### config.mk
export PLATFORM = sky130hd
export DESIGN_NAME = product_bcd_converter
export DESIGN_NICKNAME = d
export VERILOG_FILES = /design/src/rtl/product_bcd_converter.sv
export SDC_FILE = /design/constraint.sdc
export NUM_CORES = 1
export LEC_CHECK = 0
export BUFFER_PORTS_ARGS = -buffer_cell sky130_fd_sc_hd__buf_4
export CORE_MARGIN = 3
export CORE_UTILIZATION = 50
export CTS_CLUSTER_SIZE = 16
export DETAILED_ROUTE_END_ITERATION = 6
export PLACE_DENSITY_LB_ADDON = 0.2
export SLEW_MARGIN = 20
export SYNTH_ARGS = -nofsm -noshare
export SYNTH_HDL_FRONTEND = slang
export SYNTH_SLANG_ARGS = --single-unit
### constraint.sdc
create_clock -name clk -period 5.2 [get_ports clk]
set_clock_uncertainty 0.2 [all_clocks]
set_input_delay 1.04 -clock clk [delete_from_list [all_inputs] [get_ports clk]]
set_output_delay 1.04 -clock clk [all_outputs]
set_load 0.02 [all_outputs]
### src/rtl/product_bcd_converter.sv
// product_bcd_converter
// Sequential binary-to-BCD converter for the signed multiplier product.
// A start strobe captures the magnitude and sign. The magnitude is then converted
// by shift-add-3 (double dabble), one bit per clock. Sign-magnitude BCD digits are
// held stable for the display stage.
//
// Handshake: start is sampled only while the FSM is IDLE (busy=0). It is ignored
// at every other time, and starts are never queued. ready is a one-cycle registered
// pulse that marks a new BCD/Sign_out value. A start presented during that ready
// cycle is accepted, which allows back-to-back conversions.
module product_bcd_converter #(
   parameter int WORD_LENGTH = 16,
   parameter int DIGITS      = 5
) (
   input  logic                    clk,
   input  logic                    reset,
   input  logic                    start,
   input  logic [WORD_LENGTH-1:0]  Result,
   input  logic                    Sign,
   output logic                    busy,
   output logic                    ready,
   output logic                    Sign_out,
   output logic [4*DIGITS-1:0]     BCD,
   output logic [1:0]              state_dbg
);

   localparam int CNT_W = $clog2(WORD_LENGTH) + 1;

   typedef enum logic [1:0] {
      IDLE  = 2'd0,
      SHIFT = 2'd1,
      DONE  = 2'd2
   } state_t;

   state_t                   state, state_nxt;
   logic [WORD_LENGTH-1:0]   mag_r;
   logic                     sign_r;
   logic [4*DIGITS-1:0]      scratch;
   logic [4*DIGITS-1:0]      scratch_adj;
   logic [CNT_W-1:0]         cnt;

   // State register
   always_ff @(posedge clk or negedge reset) begin
      if (!reset) state <= IDLE;
      else        state <= state_nxt;
   end

   // Next-state decode: one SHIFT cycle per magnitude bit, then one DONE cycle
   always_comb begin
      state_nxt = state;
      case (state)
         IDLE:    if (start) state_nxt = SHIFT;
         SHIFT:   if (cnt == CNT_W'(WORD_LENGTH - 1)) state_nxt = DONE;
         DONE:    state_nxt = IDLE;
         default: state_nxt = IDLE;
      endcase
   end

   // Add 3 to every BCD digit >= 5, so the following shift carries correctly
   always_comb begin
      scratch_adj = scratch;
      for (int i = 0; i < DIGITS; i++) begin
         if (scratch[4*i +: 4] >= 4'd5)
            scratch_adj[4*i +: 4] = scratch[4*i +: 4] + 4'd3;
      end
   end

   // Datapath: capture on start, shift during SHIFT, publish on DONE
   always_ff @(posedge clk or negedge reset) begin
      if (!reset) begin
         mag_r    <= '0;
         sign_r   <= 1'b0;
         scratch  <= '0;
         cnt      <= '0;
         BCD      <= '0;
         Sign_out <= 1'b0;
         ready    <= 1'b0;
      end else begin
         ready <= 1'b0;
         case (state)
            IDLE: begin
               if (start) begin
                  // Two's-complement negate. The most negative word maps onto its own bit
                  // pattern, which is the correct unsigned magnitude.
                  mag_r   <= Sign ? (~Result + 1'b1) : Result;
                  sign_r  <= Sign;
                  scratch <= '0;
                  cnt     <= '0;
               end
            end
            SHIFT: begin
               {scratch, mag_r} <= {scratch_adj, mag_r} << 1;
               cnt              <= cnt + 1'b1;
            end
            DONE: begin
               BCD      <= scratch;
               Sign_out <= sign_r;
               ready    <= 1'b1;
            end
            default: ;
         endcase
      end
   end

   assign busy      = (state != IDLE);
   assign state_dbg = state;

endmodule

==> metrics.md <==
| Metric | Value |
|---|---|
| Outcome | finished, final reports clean |
| CP max-delay cell | or4_4 |
| First-pass GRT wire length | 11,170 µm |
| Proportion of synthesized area in mux cells | 0.05788 |
| Yosys warns | 0 |
| Initial drt markers | 108 |
| Post-synth EDFFs | 0 |
| DRC viols | 0 |
| Vias in the first global route | 2,378 |
| Top cell type's share of synthesized area | 0.4929 |
| Fmax | 388.9 MHz |
| CP cell instances | buf_4 > or4_4 > or4_4 > nor3_2 > mux2i_1 > o21ai_1 |
| Setup_tns | 0 ns |
| Xor/xnor share of the synthesized area | 0.04182 |
| Routed wire length | 6552 µm |
| Post-route clock period utilization | 0.4944 |
| Main combinational cell family by area after synthesis | compound AO/OA/AOI/OAI gates |
| Layout cells sized above 1 | 0.2027 |
| Number of fill cells in the layout | 592 |
| Die Wd | 87.86 µm |
| RSZ-0062 raised after global routing | no |
| Minimum clock period | 2.571 ns |
| Avg WL per Cell | 14.50 µm |
| Die footprint | 7719 µm² |
| Final setup fails | 0 |
| Hold slack final | 0.2761 ns |
| Hold Crit Class | flop to flop |
| Core Rows | 29 |
| Worst Path Required | 5.21 ns |
| Routed vias | 2,553 |
| CTS Hold Bufs | 0 |
| Placer congestion estimate | 0.8388 |
| Syn Nets | 363 |
| Top_reg_cell synth | dfrtp_1 |
| Diode count | 0 |
| CP arrival | 2.58 ns |
| Final WS setup | 2.629 ns |
| Slew HR | 0.3561 |
| Crit Path Class | input port to flop |
| Gr ovfl total | 0 |
| Vias/cell | 5.648 |
| Starting density of the core | 0.5217 |
| CP dominant cell by count | or4_4 |
| CP startpoint kind | input port |
| Drt pass-1 iters | 4 |
| Worst Max-Slew Pin Slew | 0.9622 ns |
| Most common cell in the netlist | dfrtp_1 |
| Peak VDD IR | 0.2169 mV |
| Area contributors post-synth | dfrtp_1 49%, o21ai_1 6.0%, ha_1 4.9%, nand3_1 3.1%, a21oi_1 2.8% |
| Number of CTS-inserted buffers | 9 |
| Layout area overhead | 16.17% |
| Hpwl dp | 4471 µm |
| Antenna-violating nets left | 0 |
| Syn_area_per_cell | 10.15 µm² |
| # IOs | 45 |
| Post-synth top cells | 66 x dfrtp_1, 40 x o21ai_1, 24 x nand2_1, 21 x nand3_1, 19 x a21oi_1 |
| Setup bufs post-CTS | 0 |
| Worst-path maximum fanout | 4 |
| Die Span Y | 87.86 µm |
| H-Tree Depth | 3 |
| Initial antenna violation count | 0 |
| Flops & latches, synth | 66 |
| Static leakage | 1.787 nW |
| Synth unique cells | 42 |
| FFs w/ async S/R, synth | 1.000 |
| Synthesized instance count | 330 |
| Placeable Area | 6422 µm² |
| Post-synthesis sequential area ratio | 0.4929 |
| Largest net degree at the start of global routing | 67 |
| Skew-Pair Late Insertion Delay | 0.34 ns |
| Pins over their slew limit | 0 |
| Synth Area in Simple Gates | 0.1505 |
| Crit end category | flop |
| CP max stage delay | 0.55 ns |
| Synth area leader | dfrtp_1 |
| Power per cell area | 581.2 nW/µm² |
| Max_cap viols | 0 |
| Final net count | 404 |
| Gr usage total | 0.1875 |
| Clock Path Buffers | 2 |
| Clk sinks | 66 |
| Complex-gate fraction of the synthesized area | 0.1692 |
| Clock transition at path regs | 0.07 ns |
| Syn Std Cell Area | 3351 µm² |
| Resized Gates After CTS | 0 |
| Dpl ws | 2.260 ns |
| TritonCTS clock tree | built |
| IO Port Bufs | 44 |
| Fin. Hold Viols | 0 |
| Root Buffer | clkbuf_8 |
| Post-synthesis adder-cell area fraction | 0.04854 |
-- layer usage --
metal	vias up	track usage	share of wire
li1	1257	-	-
met1	1232	0.2512	0.46
met2	54	0.2932	0.48
met3	10	0.05456	0.050
met4	0	0.06276	0.016
met5	-	0	0
-- critical path, delay by kind of cell --
family | cells | cell delay (ns)
AOI/OAI and AO/OA | 1 | 0.07
buffers and inverters | 1 | 0.12
muxes | 1 | 0.21
and+or+nand+nor | 3 | 1.14
-- path summary, 6_finish.rpt --
kind / startpoint / endpoint / slack [ns] / cells after the start
min in group asynchronous: reset / BCD[19] / 0.59 / 1
max in group asynchronous: reset / mag_r[4] / 3.70 / 1
min reg2reg: cnt[3] / cnt[3] / 0.28 / 1
max reg2reg: state_dbg[0] / mag_r[12] / 2.87 / 6
min: cnt[3] / cnt[3] / 0.28 / 1
max: Result[10] / mag_r[15] / 2.63 / 6
-- layout by cell type (no fill, tap or decap), drive strengths merged --
master,n
nand3b,1
nand2b,7
mux2i,7
o31ai,11
a22o,7
and2b,3
nand4,1
and3,3
and2,1
xor2,10
a32o,5
a22oi,5
dfrtp,66
nand3,21
nor3,3
xnor2,6
nor4,3
or3,1
a21oi,19
nor2b,5
clkinvlp,1
or2,1
or4b,1
mux2,11
clkinv,1
nor2,12
o21ai,46
buf,47
or3b,1
clkbuf,13
nor3b,1
ha,13
nand2,25
inv,14
or4,2
a221o,1
-- report_power, final --
group | internal, mW | switching, mW
combinational | 0.428 | 0.562
sequential | 0.730 | 0.158
clock | 0.196 | 0.188
total | 1.35 | 0.908
-- state kept, by name, indices dropped and copies added (netlist names) --
signal,flops
sign_r,1
state_dbg,2
BCD,20
ready,1
mag_r,16
cnt,5
Sign_out,1
scratch,20
-- cell type report --
cell class                 instances  area [µm²]  area share
tap                               77       96.34     0.02475
sequential                        66        1652      0.4243
timing repair buffer              47       352.8     0.09065
clock inverter                     2       12.51    0.003214
clock buffer                      13       158.9     0.04082
inverter                          14       52.55     0.01350
multi-input combinational        233        1568      0.4028
-- through the flow --
| stage | total power [mW] | instances | instance area [µm²] | utilization |
|---|---|---|---|---|
| after floorplan | 1.592 | 330 | 3351 | - |
| after global placement | 1.866 | 437 | 3721 | 0.5794 |
| after detailed placement | 1.901 | 437 | 3721 | 0.5794 |
| after CTS | 2.287 | 452 | 3892 | 0.6061 |
| after global routing | 2.459 | 452 | 3892 | 0.6061 |
| final | 2.262 | 452 | 3892 | 0.6061 |
-- kinds of logic (layout without fill, tap and decap cells) --
family | Yosys count | in the layout
compound gates | 94 | 94
simple gates | 92 | 92
flops | 66 | 66
buf+inv | 31 | 76
mux | 18 | 18
xor+xnor | 16 | 16
fa+ha+maj | 13 | 13
Power figures use the tool's default switching activity.
